**src/rtl/gray_ptr_ctl.sv**
```systemverilog
// Gray-coded pointer controller for one side of an async FIFO.
// Synchronises the remote Gray pointer and produces full/empty and occupancy.
module gray_ptr_ctl #(
  parameter int unsigned ADDR_W      = 4,
  parameter int unsigned SYNC_STAGES = 2,
  parameter int unsigned IS_WR       = 1
) (
  input  logic              clk,
  input  logic              rst,
  input  logic              inc,
  input  logic [ADDR_W:0]   rem_gray_i,
  output logic [ADDR_W:0]   ptr_bin_o,
  output logic [ADDR_W:0]   ptr_gray_o,
  output logic [ADDR_W-1:0] addr_o,
  output logic              flag_o,
  output logic [ADDR_W:0]   level_o
);

  // Top two Gray bits inverted marks the write pointer one lap ahead of the read pointer.
  localparam logic [ADDR_W:0] FULL_MASK = (ADDR_W+1)'(3) << (ADDR_W - 1);
  localparam logic            FLAG_RST  = (IS_WR != 0) ? 1'b0 : 1'b1;

  logic [ADDR_W:0] sync_q [SYNC_STAGES];
  logic [ADDR_W:0] rem_sync;
  logic [ADDR_W:0] rem_bin;

  logic [ADDR_W:0] ptr_bin_q, ptr_gray_q, level_q;
  logic [ADDR_W:0] bin_next, gray_next, level_d;
  logic            flag_q, flag_d;
  logic            accept;

  always_ff @(posedge clk or posedge rst) begin
    if (rst) begin
      for (int i = 0; i < SYNC_STAGES; i++) sync_q[i] <= '0;
    end else begin
      sync_q[0] <= rem_gray_i;
      for (int i = 1; i < SYNC_STAGES; i++) sync_q[i] <= sync_q[i-1];
    end
  end

  assign rem_sync = sync_q[SYNC_STAGES-1];

  always_comb begin
    rem_bin         = '0;
    rem_bin[ADDR_W] = rem_sync[ADDR_W];
    for (int i = ADDR_W - 1; i >= 0; i--) rem_bin[i] = rem_bin[i+1] ^ rem_sync[i];
  end

  always_comb begin
    accept    = inc & ~flag_q;
    bin_next  = ptr_bin_q + {{ADDR_W{1'b0}}, accept};
    gray_next = bin_next ^ (bin_next >> 1);
    flag_d    = FLAG_RST;
    level_d   = '0;
    if (IS_WR != 0) begin
      flag_d  = (gray_next == (rem_sync ^ FULL_MASK));
      level_d = bin_next - rem_bin;
    end else begin
      flag_d  = (gray_next == rem_sync);
      level_d = rem_bin - bin_next;
    end
  end

  always_ff @(posedge clk or posedge rst) begin
    if (rst) begin
      ptr_bin_q  <= '0;
      ptr_gray_q <= '0;
      flag_q     <= FLAG_RST;
      level_q    <= '0;
    end else begin
      ptr_bin_q  <= bin_next;
      ptr_gray_q <= gray_next;
      flag_q     <= flag_d;
      level_q    <= level_d;
    end
  end

  assign ptr_bin_o  = ptr_bin_q;
  assign ptr_gray_o = ptr_gray_q;
  assign addr_o     = ptr_bin_q[ADDR_W-1:0];
  assign flag_o     = flag_q;
  assign level_o    = level_q;

endmodule

```
**config.mk**
```make
export PLATFORM = sky130hd
export DESIGN_NAME = gray_ptr_ctl
export DESIGN_NICKNAME = d
export VERILOG_FILES = /design/src/rtl/gray_ptr_ctl.sv
export SDC_FILE = /design/constraint.sdc
export NUM_CORES = 1
export LEC_CHECK = 0
export ABC_AREA = 1
export CAP_MARGIN = 20
export CORE_ASPECT_RATIO = 1.5
export CORE_MARGIN = 10
export CORE_UTILIZATION = 25
export DETAILED_ROUTE_END_ITERATION = 8
export GPL_TIMING_DRIVEN = 0
export REMOVE_ABC_BUFFERS = 1
export SYNTH_ARGS = -nofsm -noshare
export SYNTH_HDL_FRONTEND = slang
export SYNTH_SLANG_ARGS = --single-unit
```
**constraint.sdc**
```tcl
create_clock -name clk -period 2 [get_ports clk]
set_clock_uncertainty 0.2 [all_clocks]
set_input_delay 0.4 -clock clk [delete_from_list [all_inputs] [get_ports clk]]
set_output_delay 0.4 -clock clk [all_outputs]
set_load 0.005 [all_outputs]
```
* Yosys cells after proc, flatten, opt, wreduce, memory -nomap -nowiden
Index checks and enable logic that the tools add are counted.
** Storage, ports and cells
- Memory bits (writable) :: 0
- Input bits :: 8
- Logic and storage cells :: 17
- Register bits :: 26
- Latch bits :: 0
- Memories :: 0
- Bits in read-only memories :: 0
** Operators by class
- Magnitude comparators :: 0
- Equality and inequality tests :: 1
- Bitwise operators :: 8
- Shifts and indexed selects :: 0
- Muxes and demuxes :: 0
- Add/subtract/negate cells :: 2
- Div/mod/pow operators :: 0
- Multiply operators :: 0
- Reductions and logical operators :: 0
** Operator list (count)
- $add A5 B1 Y5 :: 1
- $eq A5 B5 Y1 :: 1
- $sub A5 B5 Y5 :: 1
- $xor A5 B4 Y5 :: 1
- $xor A1 B1 Y1 :: 4
- $not A2 Y2 :: 1
- $and A1 B1 Y1 :: 1
- $not A1 Y1 :: 1

* Longest topological paths before layout
Gate-level depths: netlist (run 1).
- Depth in word-level cells :: 5
- Depth in mapped cells :: 14
- Mapped depth without buffers :: 14

* Worst setup path before layout (run 1)
OpenSTA, ideal clock, no wires.
- Path kind :: register -> register
- Start point :: register sync_q, in the netlist rem_sync[4]
- End point :: register level_q[4] (netlist: level_o[4])
- Clock period less this slack :: 2196 ps
- Arrival time :: 1871 ps
- Path buffers :: 0
- Setup slack :: -196 ps
- Required time :: 1675 ps
- Library setup time :: 125 ps
- Cell stages (with the launch flop) :: 12
- Path through :: dfrtp_1 > xnor2_2 > xor2_2 > nand2_1 > nand3_1 > nand2_1 > inv_1 > ha_1 > inv_1 > fa_1 > a31oi_1 > xnor2_1
** On the way
- Word-level cells in the longest chain between the ends :: 5
** RTL lines
- from (decl) :: line 23 : logic [ADDR_W:0] sync_q [SYNC_STAGES];
- $xor A1 B1 Y1 (4 in a row) :: line 46 : for (int i = ADDR_W - 1; i >= 0; i--) rem_bin[i] = rem_bin[i+1] ^ rem_sync[i];
- $sub A5 B5 Y5 (*) :: line 57 : level_d = bin_next - rem_bin;
- named net level_d[4] :: line 28 : logic [ADDR_W:0] bin_next, gray_next, level_d;
- to (signal assigned) :: line 74 : level_q <= level_d;
- to (decl) :: line 27 : logic [ADDR_W:0] ptr_bin_q, ptr_gray_q, level_q;
Mark *: on every way through the listed nets, which the timed path passes. The rest lies on a longest branch.

* Final worst setup path (run 1)
Ends and elaborated chain as after synthesis.

==> results of run 1 <==
worst max-delay path, stage by stage, from the launching register on:
cell and delay (ps):
dfrtp_1 420, xnor2_2 280, xor2_2 220, nand2_1 90, nand3_1 70, nand2_1 50, inv_1 50, ha_1 140
inv_2 40, fa_2 350, a31oi_2 190, xnor2_1 130
registers in the layout, summed over array words and instances, names as in the netlist:
signal and cells:
level_o 5, rem_sync 5, ptr_gray_o 4, sync_q 5, flag_o 1, ptr_bin_o 5
placed cells by master, fill, tap and decap left out, types with 3 or more instances in the layout:
master           count
buf_4               16
buf_6                3
clkbuf_8             3
clkdlybuf4s50_1     26
dfrtp_1             25
ha_4                 3
inv_1               15
nand2_1             26
nand2_2             10
nand3_1             10
nand3_2              4
nand4_1              3
layout make-up:
class	count	area, sq um	share of cell area, %
clock buffer	4	45.0	2.55
inverter	18	71.3	4.03
multi-input combinational	75	543	30.7
sequential	25	626	35.4
tap	48	60.1	3.40
timing repair buffer	46	423	23.9
per-layer routing:
layer	up-vias	routed length [um]	global-route usage, %
li1	470	-	-
met1	470	999	6.03
met2	29	1460	10.9
met3	4	184	1.81
met4	0	31	2.80
met5	-	0	0
cells by family after synthesis:
kind of cell	Yosys count	synth area share, %
DFF	25	53.8
and+or+nand+nor	60	22.3
buffers and inverters	23	9.14
AOI/OAI and AO/OA	3	1.61
xor gates and xnor gates	5	5.05
adders and majority gates	7	8.17
worst paths after layout:
kind                                  startpoint                     end  slack [ps]  cells past startpoint
min                          sync_q[7]$_DFF_PP0_   rem_sync[2]$_DFF_PP0_         150                      0
min in group asynchronous                    rst     sync_q[9]$_DFF_PP0_         440                      2
max                        rem_sync[4]$_DFF_PP0_    level_o[4]$_DFF_PP0_        -310                     11
max in group asynchronous                    rst  ptr_bin_o[3]$_DFF_PP0_         590                      2
min reg2reg                  sync_q[7]$_DFF_PP0_   rem_sync[2]$_DFF_PP0_         150                      0
max reg2reg                rem_sync[4]$_DFF_PP0_    level_o[4]$_DFF_PP0_        -310                     11
power groups by stage:
stage	sequential (mW)	clock (mW)	combinational, mW
after floorplan	0.807	0	0.663
after global placement	0.789	0	1.24
after detailed placement	0.792	0	1.25
after CTS	0.792	0.309	1.48
after global routing	0.820	0.327	1.97
final	0.791	0.301	1.78
what timing repair did:
| action | in CTS | in global routing |
|---|---|---|
| gates resized for setup | 14 | 19 |
| endpoints found under the setup margin | 6 | 5 |
| cloned | 0 | 0 |
| hold buffers | 0 | 0 |
| endpoints found under the hold margin | 0 | 0 |
| buffers inserted | 11 | 8 |
| pin swaps | 11 | 14 |
==> results.py, run 1 <==
metrics = {
    "sta": {
        "final-hold-violation-count": 0,
        "final_max_slew_viol_count": 0,
        "slew_headroom_pct": 37.1,
        "fmax_mhz": 433,
        "tightest_slew_ps": 942,
        "post-route-period-util_pct": 116,
        "hold_ws_ps": 153,
        "rsz0062_at_grt": "yes",
        "setup-violations-final": 5,
        "period_minus_slack_ps": 2310,
        "fin_ws_ps": -311,
        "finalSetupTns_ps": -924,
    },
    "power_and_ir_drop": {
        "power.share.combinational_pct": 62.0,
        "power_mw": 2.88,
        "p_leak_nw": 0.858,
        "internal_power_mw": 1.79,
        "p_per_area_nw_per_um2": 1630,
        "ir_drop_mv": 0.465,
        "power_switching_mw": 1.08,
        "switching_share_pct": 37.6,
        "p_seq_share_pct": 27.5,
        "p_clk_share_pct": 10.5,
    },
    "final_layout": {
        "finalNonFillerCells": 216,
        "fin_nets": 184,
        "layout-drive-gt1-share_pct": 30.4,
        "nFillCells": 437,
        "final_core_util_pct": 39.3,
        "fin_area_sq_um": 1770,
        "antenna_cells": 0,
        "syn2layout_area_growth_pct": 51.9,
    },
    "clocking": {
        "clk_pin_slew_worst_paths_ps": 90,
        "numCtsBuffers": 3,
        "root_buffer": "clkbuf_8",
        "cts_sinks": 25,
        "cts_max_level": 1,
        "worstSkewPairLatency_ps": 270,
        "cts_tree": "built",
        "cts.path.max_buffers": 2,
    },
    "synthesis": {
        "synthArstFlopShare_pct": 100,
        "yosys_register_bits": 25,
        "yosys_warnings": 0,
        "seq_area_frac_synth_pct": 53.8,
        "synthCells": 123,
        "synth_enable_flop_cells": 0,
        "synth_common_cells": "nand2_1 (37), dfrtp_1 (25), inv_1 (17)",
        "synth_most_common_cell": "nand2_1",
        "netlist.area_leader.share_pct": 53.8,
        "ys.flop_type": "dfrtp_1",
        "post_synth.cell_area_avg_sq_um": 9.46,
        "synthesis.area_sq_um": 1160,
        "synth_area_leaders": "dfrtp_1 (54%), nand2_1 (12%), ha_1 (6.5%)",
        "synth_top_cell_by_area": "dfrtp_1",
        "ys_types": 20,
    },
    "place": {
        "place_inst": 193,
        "hpwlAfterDp_um": 1770,
        "preCtsSetupSlack_ps": -832,
        "port_buffers": 27,
        "place.gp.congestion": 0.851,
        "dpl-instance-area_sq_um": 1460,
    },
    "global_route": {
        "antenna_found_initial": 0,
        "grt.total_usage_pct": 6.09,
        "grt.overflow.total": 0,
        "grt_pass1_wl_um": 3790,
        "grt_max_degree": 26,
        "grt_pass1_vias": 904,
    },
    "worst_setup_path": {
        "crit_type": "flip-flop to flip-flop",
        "endpoint_kind": "flip-flop",
        "crit_fanout": 3,
        "startpoint_type": "flip-flop",
        "worst_ep_required_time_ps": 2000,
        "critPathArrivalTime_ps": 2310,
    },
    "route": {
        "post_drt_via_cell_ratio": 4.50,
        "drtIter0Drc": 23,
        "drc": 0,
        "first_pass_iters": 4,
        "avgRoutedWirePerCell_um": 12.4,
        "vias": 973,
        "ant_nets": 0,
        "totalWireLength_um": 2670,
    },
    "outcome": {
        "outcome": "finished, violations left",
        "violations": "negative setup slack",
    },
    "flow_run": {
        "max_cap_violations": 0,
    },
    "floorplan": {
        "num_rows": 30,
        "initial_core_util_pct": 25.8,
        "core_area_sq_um": 4500,
        "dieArea_sq_um": 7840,
        "ios": 28,
        "die_h_um": 104,
        "die_x_um": 75.7,
    },
    "worst_hold_path": {
        "hp-class": "flip-flop to flip-flop",
    },
}
Note: power is estimated with default switching activity, not from simulation.
==> run 2, diff against run 1 <==
==> constraint.sdc (replaced) <==
create_clock -name clk -period 2 [get_ports clk]
set_clock_uncertainty 0.2 [all_clocks]
set_input_delay 0.3 -clock clk [delete_from_list [all_inputs] [get_ports clk]]
set_output_delay 0.3 -clock clk [all_outputs]
set_load 0.005 [all_outputs]
==> results.py, run 2 (same netlist as run 1, synthesis figures left out) <==
metrics = {
    "worst_hold_path": {
        "hp-class": "input pin to asynchronous set/reset pin",
    },
    "sta": {
        "setup-violations-final": 5,
        "rsz0062_at_grt": "yes",
        "post-route-period-util_pct": 116,
        "fmax_mhz": 433,
        "slew_headroom_pct": 81.2,
        "period_minus_slack_ps": 2310,
        "final_max_slew_viol_count": 0,
        "final-hold-violation-count": 0,
        "tightest_slew_ps": 281,
        "finalSetupTns_ps": -950,
        "fin_ws_ps": -311,
    },
    "place": {
        "place.gp.congestion": 0.851,
        "preCtsSetupSlack_ps": -732,
        "dpl-instance-area_sq_um": 1460,
        "hpwlAfterDp_um": 1770,
        "port_buffers": 27,
    },
    "route": {
        "maxUsedRoutingLayer": "met4",
        "first_pass_iters": 4,
        "drc": 0,
        "met3WireLength_um": 162,
        "routedLengthMet1_um": 947,
        "vias": 939,
        "post_drt_via_cell_ratio": 4.41,
        "wl_met2_um": 1390,
        "avgRoutedWirePerCell_um": 11.9,
        "ant_nets": 0,
        "drtIter0Drc": 11,
        "totalWireLength_um": 2540,
    },
    "final_layout": {
        "layout_commonest_cell": "nand2_1",
        "fin_area_sq_um": 1740,
        "layout_common_cells": "nand2_1 (28), clkdlybuf4s50_1 (27), dfrtp_1 (25), inv_1 (15), buf_4 (15)",
        "antenna_cells": 0,
        "fin_nets": 181,
        "syn2layout_area_growth_pct": 49.2,
        "layout-drive-gt1-share_pct": 26.7,
    },
    "worst_setup_path": {
        "crit_type": "flip-flop to flip-flop",
        "startpoint_type": "flip-flop",
        "critPathArrivalTime_ps": 2270,
        "endpoint_kind": "flip-flop",
        "crit_fanout": 3,
        "worst_ep_required_time_ps": 1960,
    },
    "clocking": {
        "root_buffer": "clkbuf_8",
        "hold_buffers": 0,
        "cts_max_level": 1,
        "cts.path.max_buffers": 2,
        "cts_sinks": 25,
        "clk_pin_slew_worst_paths_ps": 80,
        "cts_tree": "built",
        "worstSkewPairLatency_ps": 260,
        "numCtsBuffers": 3,
    },
    "power_and_ir_drop": {
        "power.share.combinational_pct": 60.4,
        "p_leak_nw": 0.838,
        "p_clk_share_pct": 10.8,
        "p_seq_share_pct": 28.8,
        "switching_share_pct": 37.0,
        "power_switching_mw": 1.01,
        "p_per_area_nw_per_um2": 1570,
        "internal_power_mw": 1.72,
        "ir_drop_mv": 0.466,
    },
    "floorplan": {
        "initial_core_util_pct": 25.8,
        "dieArea_sq_um": 7840,
        "ios": 28,
        "core_area_sq_um": 4500,
        "die_h_um": 104,
        "die_x_um": 75.7,
        "num_rows": 30,
    },
    "flow_run": {
        "max_cap_violations": 0,
    },
    "global_route": {
        "grt.total_usage_pct": 6.09,
        "grt_pass1_vias": 865,
        "grt_pass1_wl_um": 3770,
        "grt_max_degree": 26,
        "grt.overflow.total": 0,
        "antenna_found_initial": 0,
    },
    "outcome": {
        "violations": "negative setup slack",
        "outcome": "finished, violations left",
    },
}
-- run 2: changes by cell type in the layout (fill, tap and decap cells not counted), sizes merged --
cell | previous run | this run
dlygate4sd2 | 1 | 0
clkinv | 1 | 0
buf | 19 | 16
clkdlybuf4s50 | 26 | 27
inv | 17 | 18
-- run 2: worst max-delay path: stages (launching register included) --
cell     delay (ps)
dfrtp_1         420
xnor2_2         290
xor2_2          210
nand2_1          90
nand3_1          70
nand2_1          50
inv_1            50
ha_1            140
inv_2            40
fa_2            350
buf_4           150
xor2_1          150
-- run 2: final cells by class --
type                       count  area [sq um]
multi-input combinational     75           523
tap                           48          60.1
sequential                    25           626
inverter                      18          72.6
fill                         456          2770
timing repair buffer          43           410
clock buffer                   4          45.0
-- run 2: worst paths after layout --
| path | startpoint | endpoint | slack [ps] | cells after the start |
|---|---|---|---|---|
| min | rst | ptr_bin_o[0]$_DFF_PP0_ | 20 | 2 |
| max | rem_sync[4]$_DFF_PP0_ | level_o[2]$_DFF_PP0_ | -310 | 11 |
| min reg2reg | sync_q[7]$_DFF_PP0_ | rem_sync[2]$_DFF_PP0_ | 150 | 0 |
| min in group clk | sync_q[7]$_DFF_PP0_ | rem_sync[2]$_DFF_PP0_ | 150 | 0 |
| max reg2reg | rem_sync[4]$_DFF_PP0_ | level_o[2]$_DFF_PP0_ | -310 | 11 |
| max in group asynchronous | rst | ptr_bin_o[3]$_DFF_PP0_ | 1230 | 3 |
-- run 2: what timing repair did --
item | in CTS | in global routing
hold endpoints to repair | 0 | 0
endpoints found under the setup margin | 5 | 5
pin swaps | 4 | 16
buffers inserted | 8 | 7
gates resized for setup | 10 | 15
-- run 2: layer usage --
layer / global-route usage, % / up-vias
met5: 0 / -
met4: 2.80 / 0
met3: 1.81 / 4
met2: 10.6 / 22
met1: 6.31 / 448
li1: - / 465
-- run 2: per-stage QoR --
| stage | util, % | cells | hold WS [ps] | power, mW |
|---|---|---|---|---|
| 2_1_floorplan | - | 118 | 127 | 1.47 |
| 3_3_place_gp | 32.3 | 193 | 133 | 2.03 |
| 3_5_place_dp | 32.3 | 193 | 135 | 2.05 |
| 4_1_cts | 35.6 | 205 | 154 | 2.49 |
| 5_1_grt | 38.6 | 213 | 14.3 | 2.98 |
| 6_report | 38.6 | 213 | 17.6 | 2.73 |
-- run 2: power groups by stage --
stage	logic (mW)	registers, mW	clock network (mW)
2_1_floorplan	0.663	0.807	0
3_3_place_gp	1.24	0.789	0
3_5_place_dp	1.25	0.792	0
4_1_cts	1.40	0.784	0.309
5_1_grt	1.84	0.817	0.327
6_report	1.65	0.787	0.294
